===== src/rtl/dac_twos_to_offset_driver.sv =====
// rtl/dac_twos_to_offset_driver.sv - slew-limited two's-complement to offset-binary DAC driver
module dac_twos_to_offset_driver #(
    parameter int IN_WIDTH  = 16,
    parameter int OUT_WIDTH = 14,
    parameter int MAX_STEP  = 64
) (
    input  logic                 clk,
    input  logic                 rst,
    input  logic                 en,
    input  logic [IN_WIDTH-1:0]  in_data,
    input  logic                 in_valid,
    output logic                 in_ready,
    output logic [OUT_WIDTH-1:0] dac_data,
    output logic                 dac_valid,
    output logic                 sat_flag,
    output logic                 busy
);

    // Reject parameter sets the datapath cannot represent.
    if (IN_WIDTH < OUT_WIDTH) begin : g_bad_width
        $error("IN_WIDTH must be >= OUT_WIDTH");
    end
    if (MAX_STEP < 1 || MAX_STEP > (2 ** OUT_WIDTH) - 1) begin : g_bad_step
        $error("MAX_STEP must be in 1 .. 2^OUT_WIDTH-1");
    end

    typedef enum logic {
        MUTE  = 1'b0,
        TRACK = 1'b1
    } state_t;

    localparam logic signed [IN_WIDTH-1:0] SAT_MAX  = IN_WIDTH'((1 << (OUT_WIDTH - 1)) - 1);
    localparam logic signed [IN_WIDTH-1:0] SAT_MIN  = ~SAT_MAX;
    localparam logic signed [OUT_WIDTH:0]  STEP     = (OUT_WIDTH + 1)'(MAX_STEP);
    localparam logic signed [OUT_WIDTH:0]  NEG_STEP = (OUT_WIDTH + 1)'(-MAX_STEP);
    localparam logic [OUT_WIDTH-1:0]       MIDSCALE = {1'b1, {(OUT_WIDTH - 1){1'b0}}};

    state_t                       state_q, state_d;
    logic signed [OUT_WIDTH-1:0]  target_q, target_d;
    logic signed [OUT_WIDTH-1:0]  current_q, current_d;
    logic [OUT_WIDTH-1:0]         dac_data_q, dac_data_d;
    logic                         dac_valid_q, dac_valid_d;
    logic                         sat_flag_q, sat_flag_d;

    logic signed [IN_WIDTH-1:0]   sample;
    logic signed [OUT_WIDTH-1:0]  sat_value;
    logic                         clipped;
    logic                         accept;
    logic signed [OUT_WIDTH-1:0]  tgt_eff;
    logic signed [OUT_WIDTH:0]    tgt_ext;
    logic signed [OUT_WIDTH:0]    cur_ext;
    logic signed [OUT_WIDTH:0]    diff;

    // Clip the incoming sample into the signed range of the DAC word.
    always_comb begin
        sample    = signed'(in_data);
        clipped   = 1'b0;
        sat_value = sample[OUT_WIDTH-1:0];
        if (sample > SAT_MAX) begin
            sat_value = SAT_MAX[OUT_WIDTH-1:0];
            clipped   = 1'b1;
        end else if (sample < SAT_MIN) begin
            sat_value = SAT_MIN[OUT_WIDTH-1:0];
            clipped   = 1'b1;
        end
    end

    // Handshake: a new sample only when tracking, enabled and the ramp has settled.
    always_comb begin
        busy     = (current_q != target_q);
        in_ready = !rst && en && (state_q == TRACK) && !busy;
        accept   = in_valid && in_ready;
    end

    // Next state, target and slew-limited step; muting pulls the ramp to zero at once.
    always_comb begin
        state_d  = en ? TRACK : MUTE;
        target_d = target_q;
        if (accept) begin
            target_d = sat_value;
        end
        if (state_d == MUTE) begin
            target_d = '0;
        end

        tgt_eff = (state_d == MUTE) ? '0 : target_q;
        tgt_ext = {tgt_eff[OUT_WIDTH-1], tgt_eff};
        cur_ext = {current_q[OUT_WIDTH-1], current_q};
        diff    = tgt_ext - cur_ext;

        if (diff > STEP) begin
            current_d = OUT_WIDTH'(cur_ext + STEP);
        end else if (diff < NEG_STEP) begin
            current_d = OUT_WIDTH'(cur_ext + NEG_STEP);
        end else begin
            current_d = tgt_eff;
        end

        dac_data_d  = {~current_d[OUT_WIDTH-1], current_d[OUT_WIDTH-2:0]};
        dac_valid_d = (dac_data_d != dac_data_q);
        sat_flag_d  = accept && clipped;
    end

    // State and datapath registers with synchronous reset to midscale.
    always_ff @(posedge clk) begin
        if (rst) begin
            state_q     <= MUTE;
            target_q    <= '0;
            current_q   <= '0;
            dac_data_q  <= MIDSCALE;
            dac_valid_q <= 1'b0;
            sat_flag_q  <= 1'b0;
        end else begin
            state_q     <= state_d;
            target_q    <= target_d;
            current_q   <= current_d;
            dac_data_q  <= dac_data_d;
            dac_valid_q <= dac_valid_d;
            sat_flag_q  <= sat_flag_d;
        end
    end

    assign dac_data  = dac_data_q;
    assign dac_valid = dac_valid_q;
    assign sat_flag  = sat_flag_q;

endmodule


===== config.mk =====
export PLATFORM = sky130hd
export DESIGN_NAME = dac_twos_to_offset_driver
export DESIGN_NICKNAME = d
export VERILOG_FILES = /design/src/rtl/dac_twos_to_offset_driver.sv
export SDC_FILE = /design/constraint.sdc
export NUM_CORES = 1
export LEC_CHECK = 0
export BUFFER_PORTS_ARGS = -buffer_cell sky130_fd_sc_hd__buf_2
export CORE_MARGIN = 2
export CORE_UTILIZATION = 45
export DETAILED_ROUTE_END_ITERATION = 10
export PLACE_DENSITY = 0.66
export SETUP_SLACK_MARGIN = 0.4
export SKIP_LAST_GASP = 1
export SLEW_MARGIN = 20
export SYNTH_ARGS = -nofsm -noshare
export SYNTH_HDL_FRONTEND = slang
export SYNTH_SLANG_ARGS = --single-unit

===== constraint.sdc =====
create_clock -name clk -period 4.8 [get_ports clk]
set_clock_uncertainty 0.2 [all_clocks]
set_input_delay 0.24 -clock clk [delete_from_list [all_inputs] [get_ports clk]]
set_output_delay 0.24 -clock clk [all_outputs]
set_load 0.05 [all_outputs]

==> results.txt, run 1 <==
----------------------------------------------------
[Floorplanning]
  Initial core utilization ... 0.458
  Die Outline Area ... 7960 sq um
  Die height ... 89.2 microns
  Standard-cell rows ... 31
  Die extent in x ... 89.2 microns
  Total I/O pin count ... 38
  Area inside the core boundary ... 7140 sq um

[Placement]
  Number of buffers inserted by port buffering ... 37
  Estimated wirelength of the detail-placed design ... 6610 microns
  Setup WS pre-CTS ... about 0.44 ns
  Inst Count DP ... 545
  Final RePlAce weighted congestion ... 0.924

[Routing]
  First-pass DRT Iterations ... 5
  Detailed-route wire length per cell ... 15.5 microns
  Via-per-instance ratio ... 5.79
  Number of violations reported at the end of detailed-routing iteration 0 ... around 250
  Number of nets with antenna violations after detailed routing ... 0
  # DRC ... 0
  Vias after detailed routing ... 3202
  Total routed wirelength ... 8560 microns

[Timing]
  Final setup fails ... 0
  Least-Margin Pin Slew ... between 0.8 and 0.9 ns
  Summed negative setup slack over all endpoints ... 0 ns
  Setup repair after global routing missed its margin ... no
  Worst-case hold slack ... 0.0229 ns
  Worst slew slack as a fraction of its limit ... 0.460
  Final critical-path required period ... 4.08 ns
  Final cycle utilization of the critical path ... 0.850
  Slew Limit Fails ... 0
  Fin. Hold Viols ... 0
  Fin worst setup slack ... 0.719 ns
  Maximum operating frequency ... approximately 250 MHz

[Synthesis]
  Post-synth EDFFs ... 0
  Fraction of synthesis flops using an asynchronous set or reset pin ... 0
  Number of instances in the synthesized netlist ... 440
  Proportion of synthesized chip area in sequential cells ... 0.196
  Number of different library cells in the post-synthesis netlist ... 82
  Total of flip-flops plus latches after synthesis ... 32
  Dominant cells by area after synthesis ... dfxtp_1 (20%), nor2_1 (6.4%), a21oi_1 (5.2%), xnor2_1 (5.1%), ha_1 (4.6%)
  Proportion of netlist area held by the largest area contributor ... 0.196
  Cell area after technology mapping ... 3270 sq um
  Most used flip-flop cell after synthesis ... dfxtp_1
  Largest area contributor in the netlist ... dfxtp_1
  Average cell area after synthesis ... approximately 7.4 sq um
  Net count after synthesis ... 473
  Syn. warnings ... 0

[Critical path]
  Critical path, cell by cell ... nand2_1 -> ha_1 -> inv_1 -> fa_1 -> a21oi_1 -> maj3_2 -> a2111oi_4 -> a211oi_4 -> nand3_1 -> a21boi_1 -> or4_4 -> o41ai_4 -> buf_6 -> and4_1 -> a41oi_2
  Family of cells with the greatest summed delay on the critical path ... compound AO/OA/AOI/OAI gates
  Worst Path Max Fanout ... 15
  Critical-path top delay cell ... or4_4
  Worst path buffer plus inverter count ... 2
  Worst setup EP type ... flop
  Critical Path Source Type ... flop
  WS Path Type ... reg -> reg
  Slowest Stage Delay on Critical Path ... 0.50 ns
  CP Data Required Time ... between 4 and 5 ns
  Endpoint arrival time on the critical path ... 4.04 ns

[Finish]
  Register area ... 641 sq um
  Net count of the finished layout ... 486
  Multi-input logic area ... approximately 2300 sq um
  Antenna cell count ... 0
  Most frequent cells in the layout ... nor2_1 (56), buf_2 (37), nand2_1 (35), a21oi_1 (32), dfxtp_1 (32)
  Ratio of cells with drive above 1 in the final layout ... 0.178
  Post-route core utilization ... 0.494
  Commonest non-fill, non-tap cell in the layout ... nor2_1
  Count of placed standard cells in the final layout, fillers left out ... about 550
  Number of fill cells in the layout ... roughly 750
  Area Overhead vs Synth ... 7.89%

[Clocking]
  Clock tree from TritonCTS ... yes
  Clock latency on the worst-skew pair ... 0.29 ns
  TritonCTS Sinks ... 32
  Root buffer cell ... clkbuf_8
  Count of hold buffers inserted by post-cts repair ... 0
  Number of buffers on the longest clock path ... 2
  Clock-pin slew of the registers on the worst-case setup and hold paths ... 0.07 ns
  CTS HTree Levels ... 2
  Number of buffers created by CTS ... 5

[Power]
  PwrDens ... 448 nW/um^2
  Leak pwr ... about 1.5 nW
  Largest voltage drop on the vdd net ... 0.252 mV

[GRT]
  Antenna violations before repair ... 0
  Grt ovf ... 0
  Maximum number of pins on one net before global-route repair ... 29
  Aggregate global-route resource usage ... 0.228
  Vias in the first global route ... 3003
  Global-route wire length before repair ... 14300 microns

[Run]
  Max capacitance violation total ... 0

[Worst hold path]
  Type of the most critical hold path ... in -> reg

[Run status]
  Outcome ... finished, final reports clean

----------------------------------------------------
==> worst min-delay path, stage by stage <==
cell and delay [ns]:
buf_2 0.10, mux2i_1 0.06, nor2_1 0.07
==> cell usage after synthesis (3+ instances only) <==
master      n
nand2b_1    3
mux2i_1     3
dfxtp_1    32
o2111ai_1   3
and2_1      9
nand2_1    35
xor2_1     13
inv_1      26
a21oi_1    34
a211oi_1    4
a31oi_1     3
nor2_1     56
and4_1      4
nor2b_1     5
a22oi_1     5
buf_4      13
a21o_1      4
o211a_1     3
o31ai_1     4
ha_1       12
nand4_1     5
xnor2_1    19
or3_1       4
nand3b_1    3
nor3_1     22
and3_1      3
buf_2       8
a221oi_1    3
o21a_1      3
clkbuf_1   13
o21ai_0     7
o22ai_1     5
nand3_1    11
nor4_1      6
==> cell families (layout without fill, tap and decap cells) <==
logic type      Yosys count  count (layout)  share of synthesized area
compound gates          114             114                      0.276
xor+xnor                 32              32                     0.0858
fa+ha+maj                16              16                     0.0620
buf+inv                  65              79                     0.0972
flops                    32              32                      0.196
mux                       5               5                     0.0161
simple gates            176             176                      0.267
==> metal layers <==
| layer | track usage | routed length, microns |
|---|---|---|
| met5 | 0 | 0 |
| met4 | 0.0638 | 120 |
| met1 | 0.302 | 3910 |
| met3 | 0.0360 | 433 |
| met2 | 0.385 | 4100 |
==> sequential cells by signal (all words and copies together), names as in the netlist <==
signal / cells
dac_data: 1
target_q: 14
current_q: 14
sat_flag: 1
dac_valid: 1
state_q: 1
==> report_power, final <==
| group | internal (mW) | switching (mW) |
|---|---|---|
| clock network | 0.116 | 0.111 |
| logic | 0.360 | 0.659 |
| registers | 0.296 | 0.0380 |
| total | 0.773 | 0.808 |
==> what timing repair did <==
item / in CTS / in global routing
hold endpoints to repair: 0 / 0
gates resized for setup: 0 / 5
setup endpoints to repair: 0 / 16
setup buffers: 0 / 0
==> final timing paths <==
kind	from	end	slack, ns	cells after the start
setup / recovery	target_q[0]	dac_valid	0.72	15
setup reg to reg	target_q[0]	dac_valid	0.72	15
hold / removal	in_data[15]	target_q[13]	0.02	3
hold reg to reg	target_q[1]	target_q[1]	0.34	2
==> metrics by stage <==
stage                     power (mW)  area (sq um)
after floorplan                 1.14          3270
final                           1.58          3530
after global placement          1.32          3410
after CTS                       1.56          3510
after global routing            1.69          3530
after detailed placement        1.32          3410
==> area by class of cell <==
cell class | instances | area share
well taps | 99 | 0.0351
inverters | 28 | 0.0298
multi-input cells | 343 | 0.659
clock buffers | 6 | 0.0234
flip-flops and latches | 32 | 0.182
repair buffers | 43 | 0.0664
clock inverters | 2 | 0.00426
No activity file was read; power rests on OpenSTA's default activity.
==> run 2: changes to the inputs <==
- HOLD_SLACK_MARGIN: default -> 0.05
- PLACE_DENSITY: 0.66 -> default
==> results.txt, run 2 (synthesized netlist as in run 1, its figures left out) <==
----------------------------------------------------
[Critical path]
  Critical Path Source Type ... flop
  WS Path Type ... reg -> reg
  Critical-path top delay cell ... or4_4
  Endpoint arrival time on the critical path ... 4.06 ns (+0.02 ns)
  Worst setup EP type ... flop
  CP Data Required Time ... 4.76 ns (about the same)
  Critical path, cell by cell ... clkinv_1 -> ha_2 -> a21oi_2 -> and2_1 -> a22o_1 -> inv_1 -> a21oi_1 -> nor2_1 -> or4_4 -> o41ai_4 -> buf_4 -> buf_4 -> mux2i_1 -> nor2_1
  Worst Path Max Fanout ... 11 (-4)
  Slowest Stage Delay on Critical Path ... 0.55 ns (+0.05 ns)

[Power]
  Total power after layout ... 1.54 mW (-2.5%)
  Cell-internal power ... 0.756 mW (-2.2%)
  Sw power ... 0.786 mW (-2.7%)
  Leak pwr ... 1.55 nW (+0.83%)
  Sw Share ... 0.510 (-0.00130)
  Share of power burned in the clock network ... 0.125 (-0.019)
  Combinational group share of total power ... 0.653 (+0.008)
  Largest voltage drop on the vdd net ... 0.240 mV (-5.0%)
  Flop pwr share ... 0.221 (+0.010)
  PwrDens ... 436 nW/um^2 (-2.6%)

[Clocking]
  CTS HTree Levels ... 2 (unchanged)
  Number of buffers created by CTS ... 5 (unchanged)
  Clock latency on the worst-skew pair ... 0.28 ns (about the same)
  Clock-pin slew of the registers on the worst-case setup and hold paths ... 0.06 ns (about the same)
  Number of buffers on the longest clock path ... 2 (unchanged)
  Clock tree from TritonCTS ... yes
  TritonCTS Sinks ... 32 (unchanged)
  Root buffer cell ... clkbuf_8

[GRT]
  Aggregate global-route resource usage ... 0.226 (-0.00203)
  Grt ovf ... 0 (unchanged)
  Vias in the first global route ... 2928 (-2.5%)
  Global-route wire length before repair ... 14200 microns (-0.92%)
  Maximum number of pins on one net before global-route repair ... 29 (unchanged)
  Antenna violations before repair ... 0 (unchanged)

[Timing]
  Slew Limit Fails ... 0 (unchanged)
  Final cycle utilization of the critical path ... 0.855 (+0.00470)
  Final critical-path required period ... 4.10 ns (+0.0226 ns)
  Summed negative setup slack over all endpoints ... 0 ns (unchanged)
  Final setup fails ... 0 (unchanged)
  Setup repair after global routing missed its margin ... no
  Worst slew slack as a fraction of its limit ... 0.464 (+0.00355)
  Maximum operating frequency ... 244 MHz (-0.55%)
  Fin. Hold Viols ... 0 (unchanged)
  Worst-case hold slack ... 0.151 ns (+0.128 ns)
  Least-Margin Pin Slew ... 0.802 ns (-0.00531 ns)

[Floorplanning]
  Die height ... 89.2 microns (unchanged)
  Total I/O pin count ... 38 (unchanged)
  Die extent in x ... 89.2 microns (unchanged)
  Area inside the core boundary ... 7140 sq um (unchanged)
  Initial core utilization ... 0.458 (unchanged)
  Die Outline Area ... 7960 sq um (unchanged)
  Standard-cell rows ... 31 (unchanged)

[Finish]
  Largest registers ... current_q x14, target_q x14
  Net count of the finished layout ... 488 (+0.41%)
  Antenna cell count ... 0 (unchanged)
  Most frequent cells in the layout ... nor2_1 (56), buf_2 (37), nand2_1 (35), a21oi_1 (33), dfxtp_1 (32)
  Number of fill cells in the layout ... 758 (+1.6%)
  Area Overhead vs Synth ... 8.08%
  Commonest non-fill, non-tap cell in the layout ... nor2_1
  Ratio of cells with drive above 1 in the final layout ... 0.180 (+0.00181)

[Routing]
  Number of violations reported at the end of detailed-routing iteration 0 ... 104 (-58%)
  Met2 wire length ... 4000 microns (-2.5%)
  Met3 wire len ... 373 microns (-14%)
  Routed length on met1 ... 4070 microns (+4.2%)
  Highest Signal Layer ... met4
  Detailed-route wire length per cell ... 15.6 microns (+0.57%)
  Total routed wirelength ... 8630 microns (+0.75%)
  Via-per-instance ratio ... 5.73 (-1.1%)
  First-pass DRT Iterations ... 5 (unchanged)
  Number of nets with antenna violations after detailed routing ... 0 (unchanged)
  # DRC ... 0 (unchanged)
  Vias after detailed routing ... 3173 (-0.91%)

[Placement]
  Final RePlAce weighted congestion ... 0.886 (-4.1%)
  Estimated wirelength of the detail-placed design ... 6820 microns (+3.2%)
  Number of buffers inserted by port buffering ... 37 (unchanged)

[Run]
  Max capacitance violation total ... 0 (unchanged)

[Worst hold path]
  Type of the most critical hold path ... in -> reg

[Run status]
  Outcome ... finished, final reports clean

----------------------------------------------------
-- run 2: power by group through the flow --
| stage | registers, mW | logic (mW) | clock network, mW |
|---|---|---|---|
| floorplan | 0.337 | 0.805 | 0 |
| global placement | 0.346 | 0.966 | 0 |
| detailed placement | 0.347 | 0.970 | 0 |
| CTS | 0.341 | 0.979 | 0.199 |
| global route | 0.347 | 1.10 | 0.211 |
| finish | 0.341 | 1.01 | 0.193 |
-- run 2: area by class of cell --
cell class                 instances  area, sq um  area share
sequential                        32          641       0.181
timing repair buffer              45          248      0.0701
clock inverter                     1         5.00     0.00142
multi-input combinational        343         2340       0.662
tap                               99          124      0.0351
inverter                          28          105      0.0298
clock buffer                       6         72.6      0.0205
-- run 2: worst paths after layout --
kind / startpoint / to / slack [ns] / cells past startpoint
setup reg to reg: current_q[8] / current_q[0] / 0.70 / 14
hold reg to reg: target_q[7] / target_q[7] / 0.34 / 2
hold / removal: in_data[2] / target_q[2] / 0.15 / 5
setup / recovery: current_q[8] / current_q[0] / 0.70 / 14
-- run 2: timing repair --
item                                    4_1_cts  5_1_grt
hold endpoints to repair                      1        0
gates cloned                                  0        0
hold buffers                                  1        0
pin swaps                                     1        0
buffers inserted                              2        0
gates resized for setup                       0        6
endpoints found under the setup margin        6       13
-- run 2: metal layers --
metal | global-route usage | vias up
li1 | - | 1599
met1 | 0.304 | 1463
met2 | 0.380 | 93
met3 | 0.0249 | 18
met4 | 0.0706 | 0
met5 | 0 | -
-- run 2: critical path, delay by kind of cell (launching register included) --
| family | cells | cell delay, ns |
|---|---|---|
| flops | 1 | 0.49 |
| simple gates | 4 | 0.87 |
| compound gates | 4 | 1.10 |
| fa+ha+maj | 1 | 0.44 |
| mux | 1 | 0.20 |
| buf+inv | 4 | 0.67 |
-- run 2: stage by stage --
step / std cells / worst slack, ns / instance area (sq um) / utilization
after detailed placement: 544 / 0.325 / 3400 / 0.477
after global placement: 544 / 0.476 / 3400 / 0.477
final: 554 / 0.696 / 3530 / 0.495
after global routing: 554 / 0.418 / 3530 / 0.495
after floorplan: 440 / 0.568 / 3270 / -
after CTS: 554 / 0.500 / 3500 / 0.491
